`config.mk`:
```
export PLATFORM = sky130hd
export DESIGN_NAME = alu_pipe_flat
export DESIGN_NICKNAME = d
export VERILOG_FILES = /design/src/rtl/alu_pkg.sv /design/src/rtl/alu_pipe_if.sv /design/src/rtl/alu_mul_seq.sv /design/src/rtl/alu_pipe.sv /design/src/flat_wrapper.sv
export SDC_FILE = /design/constraint.sdc
export NUM_CORES = 1
export LEC_CHECK = 0
export CELL_PAD_IN_SITES_DETAIL_PLACEMENT = 0
export CELL_PAD_IN_SITES_GLOBAL_PLACEMENT = 1
export CORE_UTILIZATION = 45
export CTS_BUF_LIST = sky130_fd_sc_hd__clkbuf_16
export DETAILED_ROUTE_END_ITERATION = 8
export DONT_BUFFER_PORTS = 1
export PLACE_DENSITY_LB_ADDON = 0.08
export SLEW_MARGIN = 10
export SYNTH_ARGS = -nofsm -noshare
export SYNTH_HDL_FRONTEND = slang
export SYNTH_SLANG_ARGS = --single-unit
```
`constraint.sdc`:
```
create_clock -name clk -period 2.49 [get_ports clk]
set_input_delay 0 -clock clk [delete_from_list [all_inputs] [get_ports clk]]
set_output_delay 0 -clock clk [all_outputs]
set_load 0.02 [all_outputs]
```
`src/rtl/alu_pkg.sv`:
```
// Shared opcode and FSM state encodings for the pipelined ALU.
package alu_pkg;

  typedef enum logic [2:0] {
    OP_ADD  = 3'b000,
    OP_SUB  = 3'b001,
    OP_AND  = 3'b010,
    OP_OR   = 3'b011,
    OP_XOR  = 3'b100,
    OP_MUL  = 3'b101,
    OP_SHL  = 3'b110,
    OP_RSVD = 3'b111
  } op_e;

  typedef enum logic [1:0] {
    ST_IDLE,
    ST_BUSY,
    ST_HOLD
  } state_e;

endpackage

```
`src/rtl/alu_pipe_if.sv`:
```
// Operand/result handshake bundle between the operand source, alu_pipe and the result consumer.
interface alu_pipe_if #(parameter int WIDTH = 4);

  logic [WIDTH-1:0]   a;
  logic [WIDTH-1:0]   b;
  logic [2:0]         s;
  logic               in_valid;
  logic               in_ready;
  logic [2*WIDTH-1:0] y;
  logic               zero;
  logic               carry;
  logic               err;
  logic               out_valid;
  logic               out_ready;

  modport master (
    output a, b, s, in_valid, out_ready,
    input  in_ready, y, zero, carry, err, out_valid
  );

  modport slave (
    input  a, b, s, in_valid, out_ready,
    output in_ready, y, zero, carry, err, out_valid
  );

endinterface

```
`src/rtl/alu_mul_seq.sv`:
```
// Iterative unsigned shift-add multiplier: one partial product per cycle, p valid while done is high.
module alu_mul_seq #(
  parameter int WIDTH = 4
) (
  input  logic               clk,
  input  logic               reset,
  input  logic               start,
  input  logic [WIDTH-1:0]   a,
  input  logic [WIDTH-1:0]   b,
  output logic               done,
  output logic [2*WIDTH-1:0] p
);

  localparam int CW = $clog2(WIDTH + 1);

  logic [2*WIDTH-1:0] acc;
  logic [2*WIDTH-1:0] mcand;
  logic [WIDTH-1:0]   mplier;
  logic [CW-1:0]      cnt;
  logic               active;

  always_ff @(posedge clk or posedge reset) begin
    if (reset) begin
      acc    <= '0;
      mcand  <= '0;
      mplier <= '0;
      cnt    <= '0;
      active <= 1'b0;
    end else if (start) begin
      acc    <= '0;
      mcand  <= {{WIDTH{1'b0}}, a};
      mplier <= b;
      cnt    <= CW'(WIDTH);
      active <= 1'b1;
    end else if (active) begin
      if (cnt != '0) begin
        if (mplier[0]) acc <= acc + mcand;
        mcand  <= mcand << 1;
        mplier <= mplier >> 1;
        cnt    <= cnt - CW'(1);
      end else begin
        active <= 1'b0;
      end
    end
  end

  // Counter reaching zero while active marks the single done cycle.
  assign done = active && (cnt == '0);
  assign p    = acc;

endmodule

```
`src/rtl/alu_pipe.sv`:
```
// Handshaked ALU: single-cycle ops register straight into the result slot, MUL goes through alu_mul_seq.
module alu_pipe #(
  parameter int WIDTH = 4
) (
  input logic       clk,
  input logic       reset,
  alu_pipe_if.slave bus
);

  import alu_pkg::*;

  localparam int unsigned W2 = 2 * WIDTH;

  state_e state, state_next;
  op_e    op;

  logic               in_ready;
  logic               accept;
  logic               mul_start;
  logic               load_alu;
  logic               load_mul;
  logic               mul_done;
  logic [2*WIDTH-1:0] mul_p;
  logic [2*WIDTH-1:0] alu_y;
  logic               alu_carry;
  logic               alu_err;
  logic [WIDTH:0]     sum;
  logic [WIDTH:0]     diff;
  logic [31:0]        shamt;

  logic [2*WIDTH-1:0] y_reg;
  logic               zero_reg;
  logic               carry_reg;
  logic               err_reg;

  assign op    = op_e'(bus.s);
  assign sum   = {1'b0, bus.a} + {1'b0, bus.b};
  assign diff  = {1'b0, bus.a} - {1'b0, bus.b};
  assign shamt = 32'(bus.b) % W2;

  always_comb begin
    alu_y     = '0;
    alu_carry = 1'b0;
    alu_err   = 1'b0;
    case (op)
      OP_ADD: begin
        alu_y     = {{(WIDTH-1){1'b0}}, sum};
        alu_carry = sum[WIDTH];
      end
      // The (WIDTH+1)-bit difference's top bit is both the sign and the borrow.
      OP_SUB: begin
        alu_y     = {{(WIDTH-1){diff[WIDTH]}}, diff};
        alu_carry = diff[WIDTH];
      end
      OP_AND:  alu_y = {{WIDTH{1'b0}}, bus.a & bus.b};
      OP_OR:   alu_y = {{WIDTH{1'b0}}, bus.a | bus.b};
      OP_XOR:  alu_y = {{WIDTH{1'b0}}, bus.a ^ bus.b};
      OP_MUL:  alu_y = '0;
      OP_SHL:  alu_y = {{WIDTH{1'b0}}, bus.a} << shamt;
      OP_RSVD: alu_err = 1'b1;
    endcase
  end

  alu_mul_seq #(.WIDTH(WIDTH)) u_mul (
    .clk   (clk),
    .reset (reset),
    .start (mul_start),
    .a     (bus.a),
    .b     (bus.b),
    .done  (mul_done),
    .p     (mul_p)
  );

  always_ff @(posedge clk or posedge reset) begin
    if (reset) state <= ST_IDLE;
    else       state <= state_next;
  end

  always_comb begin
    state_next = state;
    in_ready   = 1'b0;
    accept     = 1'b0;
    mul_start  = 1'b0;
    load_alu   = 1'b0;
    load_mul   = 1'b0;
    case (state)
      ST_IDLE: in_ready = 1'b1;
      ST_BUSY: begin
        if (mul_done) begin
          state_next = ST_HOLD;
          load_mul   = 1'b1;
        end
      end
      ST_HOLD: begin
        in_ready = bus.out_ready;
        if (bus.out_ready) state_next = ST_IDLE;
      end
      default: state_next = ST_IDLE;
    endcase
    // A new accept in HOLD overrides the drain-to-IDLE decided above.
    accept = bus.in_valid && in_ready;
    if (accept) begin
      if (op == OP_MUL) begin
        state_next = ST_BUSY;
        mul_start  = 1'b1;
      end else begin
        state_next = ST_HOLD;
        load_alu   = 1'b1;
      end
    end
  end

  always_ff @(posedge clk or posedge reset) begin
    if (reset) begin
      y_reg     <= '0;
      zero_reg  <= 1'b0;
      carry_reg <= 1'b0;
      err_reg   <= 1'b0;
    end else if (load_alu) begin
      y_reg     <= alu_y;
      zero_reg  <= (alu_y == '0);
      carry_reg <= alu_carry;
      err_reg   <= alu_err;
    end else if (load_mul) begin
      y_reg     <= mul_p;
      zero_reg  <= (mul_p == '0);
      carry_reg <= 1'b0;
      err_reg   <= 1'b0;
    end
  end

  assign bus.in_ready  = in_ready;
  assign bus.out_valid = (state == ST_HOLD);
  assign bus.y         = y_reg;
  assign bus.zero      = zero_reg;
  assign bus.carry     = carry_reg;
  assign bus.err       = err_reg;

endmodule

```
`src/flat_wrapper.sv`:
```
// flat-port wrapper written by rule: the top's interface ports become plain ports
module alu_pipe_flat import alu_pkg::*;
#(
  parameter int WIDTH = 4
)
  (clk, reset, bus_a, bus_b, bus_s, bus_in_valid, bus_out_ready, bus_in_ready, bus_y, bus_zero, bus_carry, bus_err, bus_out_valid);
  alu_pipe_if #(.WIDTH(WIDTH)) bus_i ();
  input logic clk;
  input logic reset;
  input wire logic [$bits(bus_i.a)-1:0] bus_a;
  input wire logic [$bits(bus_i.b)-1:0] bus_b;
  input wire logic [$bits(bus_i.s)-1:0] bus_s;
  input wire logic [$bits(bus_i.in_valid)-1:0] bus_in_valid;
  input wire logic [$bits(bus_i.out_ready)-1:0] bus_out_ready;
  output wire logic [$bits(bus_i.in_ready)-1:0] bus_in_ready;
  output wire logic [$bits(bus_i.y)-1:0] bus_y;
  output wire logic [$bits(bus_i.zero)-1:0] bus_zero;
  output wire logic [$bits(bus_i.carry)-1:0] bus_carry;
  output wire logic [$bits(bus_i.err)-1:0] bus_err;
  output wire logic [$bits(bus_i.out_valid)-1:0] bus_out_valid;
  assign bus_i.a = bus_a;
  assign bus_i.b = bus_b;
  assign bus_i.s = bus_s;
  assign bus_i.in_valid = bus_in_valid;
  assign bus_i.out_ready = bus_out_ready;
  assign bus_in_ready = bus_i.in_ready;
  assign bus_y = bus_i.y;
  assign bus_zero = bus_i.zero;
  assign bus_carry = bus_i.carry;
  assign bus_err = bus_i.err;
  assign bus_out_valid = bus_i.out_valid;
  alu_pipe #(.WIDTH(WIDTH)) u_core (.clk(clk), .reset(reset), .bus(bus_i));
endmodule
```
[Word-level counts from Yosys, hierarchy flattened]
Index checks and enable logic that the tools add are counted.
Storage, ports and cells
  output and inout bits: 13
  logic and storage cells: 83
  input port bits: 15
  register bits after elaboration: 37
Operators by class
  bitwise gates (word level): 3
  mux-type cells: 38
  equality and inequality tests: 12
  shift operators: 1
  add/subtract/negate cells: 4
  reduce and logical (&&, ||, !) cells: 15
Operators with widths (count)
  8-bit two-way mux: 9
  8-bit case mux with 6 select lines: 1
  8-bit logical NOT: 2
  1-bit two-way mux: 15
  3-bit == test (second input constant): 4
  4-bit two-way mux: 3
  3-bit two-way mux: 3
  8-bit adder: 1
  2-bit two-way mux: 4
  2-bit nonzero test: 4
  4-bit by 3-bit << shifter with 8-bit output: 1
  3-bit by 2-bit == test with 1-bit output (second input constant): 2
  3-bit logical NOT: 2
  2-bit case mux with 3 select lines: 1
  3-bit AND reduction: 2
  4-bit by 4-bit adder with 5-bit output: 1
  4-bit by 4-bit subtractor with 5-bit output: 1
  4-bit AND: 1
  4-bit bitwise OR: 1
  1-bit case mux with 2 select lines: 2
  4-bit bitwise XOR: 1
  3-bit by 1-bit == test with 1-bit output (second input constant): 1
  3-bit by 1-bit != test with 1-bit output (second input constant): 1
  3-bit by 2-bit != test with 1-bit output (second input constant): 1
  other kinds (8): 9

[Logic depth before layout (Yosys ltp)]
  word-level depth: 6
  depth in mapped cells: 10
  depth with buffers taken out: 10

[By module]
Synthesis repeated with hierarchy kept, for this count alone.
Unflattened totals
  cells, all modules: 318
  area total of the unflattened synthesis: 2817.7 sq um
By module, submodules not included
  alu_pipe: area each 1422.6 sq um, instances 1, cells an instance 171, sequential area each 325.3 sq um
  alu_mul_seq: area each 1395.1 sq um, instances 1, cells an instance 147, sequential area each 600.6 sq um

[Least setup slack after synthesis]
No wires, ideal clock.
  path kind: register -> register
  start point: register u_core.u_mul.acc[0] (netlist: u_core.u_mul.p[0])
  end point: register u_core.u_mul.acc[6] (netlist: u_core.u_mul.p[6])
  period minus slack after synthesis: 1.966 ns
  setup time: 0.069 ns
  path buffers: 0
  arrival: 1.897 ns
  setup slack: 0.524 ns
  cell stages (with the launch flop): 10
  cell sequence: dfrtp_1 > ha_1 > inv_1 > fa_1 > nor2b_1 > o21ai_0 > a21boi_1 > o21ai_0 > or4_1 > nand3_1
Between the ends
  longest elaborated chain between the ends: 5
Ends and longest elaborated chain
  start: declaration: RTL line alu_mul_seq.sv:16  | logic [2*WIDTH-1:0] acc;
  start signal: assignment: RTL line alu_mul_seq.sv:37  | if (mplier[0]) acc <= acc + mcand;
  8-bit adder: RTL line alu_mul_seq.sv:37
  8-bit two-way mux: RTL line alu_mul_seq.sv:37
  8-bit two-way mux: RTL line alu_mul_seq.sv:36  | if (cnt != '0) begin
  8-bit two-way mux: RTL line alu_mul_seq.sv:35  | end else if (active) begin
  8-bit two-way mux: RTL line alu_mul_seq.sv:29  | end else if (start) begin
No other way between the ends. The select of a mux whose other input is x is not followed.
A chain may end at the register's enable or synchronous reset.

[Worst setup path after layout]
  start point: input port bus_a[0]
  end point: register u_core.carry_reg (netlist: u_core.bus.carry)
Between the ends
  longest elaborated chain between the ends: 3
  elaborated cells between the ends (all ways): 4
Ends and longest elaborated chain
  start: declaration: RTL line flat_wrapper.sv:10  | input wire logic [$bits(bus_i.a)-1:0] bus_a;
  4-bit by 4-bit subtractor with 5-bit output or 4-bit by 4-bit adder with 5-bit output (tied branches): RTL line alu_pipe.sv:38, alu_pipe.sv:37
  1-bit case mux with 2 select lines *: RTL line alu_pipe.sv:45  | case (op)
  1-bit two-way mux *: RTL line alu_pipe.sv:119  | end else if (load_alu) begin
  end signal: assignment: RTL line alu_pipe.sv:122  | carry_reg <= alu_carry;
  end: declaration: RTL line alu_pipe.sv:33  | logic carry_reg;
Every way passes the cells marked *; elsewhere a longest branch is shown, timed or not.

==> reports/metrics.csv <==
metric;value;unit
Port Buffers;0;
Worst R2R Start;u_core.u_mul.p[0];
most area-hungry cell type in the Yosys netlist;dfrtp_1;
CTS tree;done;
status;finished, final reports clean;
cell count after synthesis;325;
share of post-route cells with drive strength above 1;5.65;%
Synthesized Nets;365;
Buf/Inv on CP;4;
TritonCTS buffer count;5;
fmax;435;MHz
CP Max Fanout;5;
Rows;27;
Die W;78.8;um
R2R Path End;u_core.u_mul.p[6];
post-DP HPWL;4840;um
Static Leak;0.00138;uW
vias in the first global route;2221;
Max Clock Skew;6.16;ps
Reg clk slew, reported paths;60;ps
gp weighted congestion;0.816;
Routed Antenna Nets;0;
PD cells;855;nW/um^2
GRT overflow;0;
Root Driver;clkbuf_16;
actual slew at the worst max-slew pin;701;ps
Area growth syn-to-layout;14.0;%
Slew Limit Fails;0;
Worst path slowest cell;dlygate4sd3_1;
CP max stage delay;580;ps
WHS Path Cells;3;
Hold EP;u_core.bus.y[5];
Worst setup EP type;flop;
final hold vios;0;
min Tclk post-route;2300;ps
sequential share of the synthesized area;34.9;%
GRT Util Overall;23.1;%
post-synthesis cell area;2660;um^2
initial antenna violation count;0;
final-stage net count;375;
Starting DRT DRC Count;109;
detailed-route wire length;6670;um
Yosys warnings;0;
cells on worst reg2reg path;9;
hold_sp;bus_b[1];
Rel. slew slack;53.3;%
CTS Sinks;37;
async set-reset flop share out of synthesis;100;%
Peak VDD IR;0.645;mV
syn avg cell area;8.17;um^2
Yosys reg bits;37;
MaxCap Viol Count;0;
unrepaired setup endpoints after global routing;false;
global-route wire length before repair;11000;um
initial core utilization;47.3;%
Worst Hold Class;in2reg;
Final Cycle Share;92.3;%
clk buf depth;2;
Unique masters post-synth;50;
Synth area leaders;dfrtp_1, ha_1, nand2_1;
diodes inserted;0;
largest net degree at the start of global routing;38;
pre-CTS WS;369;ps
core outline area;5610;um^2
worst endpoint required time;2710;ps
Critical Path AT;2520;ps
vias after detailed routing;2317;
Critical Path Source Type;primary input;
wire per inst;16.3;um
crit path cell chain;dlygate4sd3_1, inv_1, ha_1, inv_1, fa_2, a21oi_2, o2111ai_4, o41ai_2, nand3_1, dlygate4sd3_1, nand2_1;
post-synth top area share;34.9;%
most frequent cell after synthesis;nand2_1;
worst skew pair latency;280;ps
Ports;28;
Worst Setup Path Type;in2reg;
Crit path max-delay family;buffers and inverters;
synth cell count leaders;nand2_1, dfrtp_1, nor2_1;
H-tree Lvls;2;
Die Span Y;78.8;um
drt pass-1 iters;4;
Remaining DRCs;0;
number of flops mapped to enable cells by yosys;0;
Final TNS setup;0;ps
Layout Utilization;54.0;%
# setup viols final;0;
vias per cell;5.68;
Most used DFF post-synth;dfrtp_1;
die area;6210;um^2
FF-to-FF setup slack;350;ps
Setup WS post-layout;191;ps
## layout by cell type, fill, tap and decap left out, types with 2 or more instances in the layout
cell type,n
a211oi_1,3
a21o_1,3
a21oi_1,24
a221o_1,2
a22oi_1,2
a31oi_1,7
buf_4,5
clkbuf_16,5
clkinv_2,2
dfrtp_1,37
dlygate4sd3_1,15
fa_1,2
ha_1,22
inv_1,26
mux2i_1,6
nand2_1,44
nand3_1,10
nor2_1,36
nor2b_1,6
nor3_1,4
nor4_1,2
nor4b_1,3
o211ai_1,4
o21a_1,2
o21ai_0,17
o21ai_1,7
o21bai_1,2
o311ai_1,2
o31ai_1,2
or3_1,5
or4_1,2
xnor2_1,4
xor2_1,2
## tightest hold or removal path, delay by kind of cell
kind / cells / cell delay (ps)
AO/OA/AOI/OAI: 2 / 210
AND/OR/NAND/NOR: 1 / 100
## per-layer routing
metal	GRT usage, %	part of all wire (%)
met1	30.8	48
met2	38.4	47
met3	4.60	3.8
met4	5.64	1.3
met5	0	0
## layout make-up
class,instances,area [um^2]
clock inverter,3,17.5
tap,72,90.1
fill,573,2580
sequential,37,926
clock buffer,5,125
inverter,26,97.6
timing repair buffer,20,188
multi-input combinational,245,1580
## cell families (layout without fill, tap and decap cells)
| group | Yosys count | count (layout) | share of synthesized area, % |
|---|---|---|---|
| AND/OR/NAND/NOR | 118 | 118 | 20.0 |
| buffers and inverters | 43 | 54 | 6.88 |
| AO/OA/AOI/OAI | 90 | 90 | 21.4 |
| adder cells (fa/ha/maj) | 25 | 25 | 12.6 |
| XOR/XNOR | 6 | 6 | 1.98 |
| flip-flops | 37 | 37 | 34.9 |
| multiplexers | 6 | 6 | 2.26 |
## report_power, final
| part | internal [uW] | switching [uW] |
|---|---|---|
| Clock | 367 | 242 |
| Sequential | 803 | 243 |
| Combinational | 403 | 532 |
## timing repair
item,4_1_cts,5_1_grt
resized for setup,0,5
buffers inserted,0,0
endpoints found under the hold margin,53,0
hold buffers,15,0
endpoints found under the setup margin,0,1
## worst max-delay path by stage
| stage | endpoint | slack, ps | startpoint | depth (start not counted) |
|---|---|---|---|---|
| floorplan | u_core.u_mul.p[6] | 520 | u_core.u_mul.p[0] | 9 |
| global placement | u_core.u_mul.p[6] | 410 | u_core.u_mul.p[0] | 9 |
| detailed placement | u_core.u_mul.p[6] | 370 | u_core.u_mul.p[0] | 9 |
| CTS | u_core.bus.carry | 70 | bus_a[0] | 11 |
| global route | u_core.bus.carry | 50 | bus_a[0] | 11 |
| finish | u_core.bus.carry | 190 | bus_a[0] | 11 |
## per-stage QoR
stage                     instance area [um^2]  hold WS, ps  power (uW)  instances
final                                     3030         61.5        2590        408
after global routing                      3030         72.2        2800        408
after CTS                                 3000         60.2        2600        408
after detailed placement                  2700         36.4        1970        385
after global placement                    2700         31.3        1960        385
after floorplan                           2660          148        1740        325
Power figures use the tool's default switching activity.
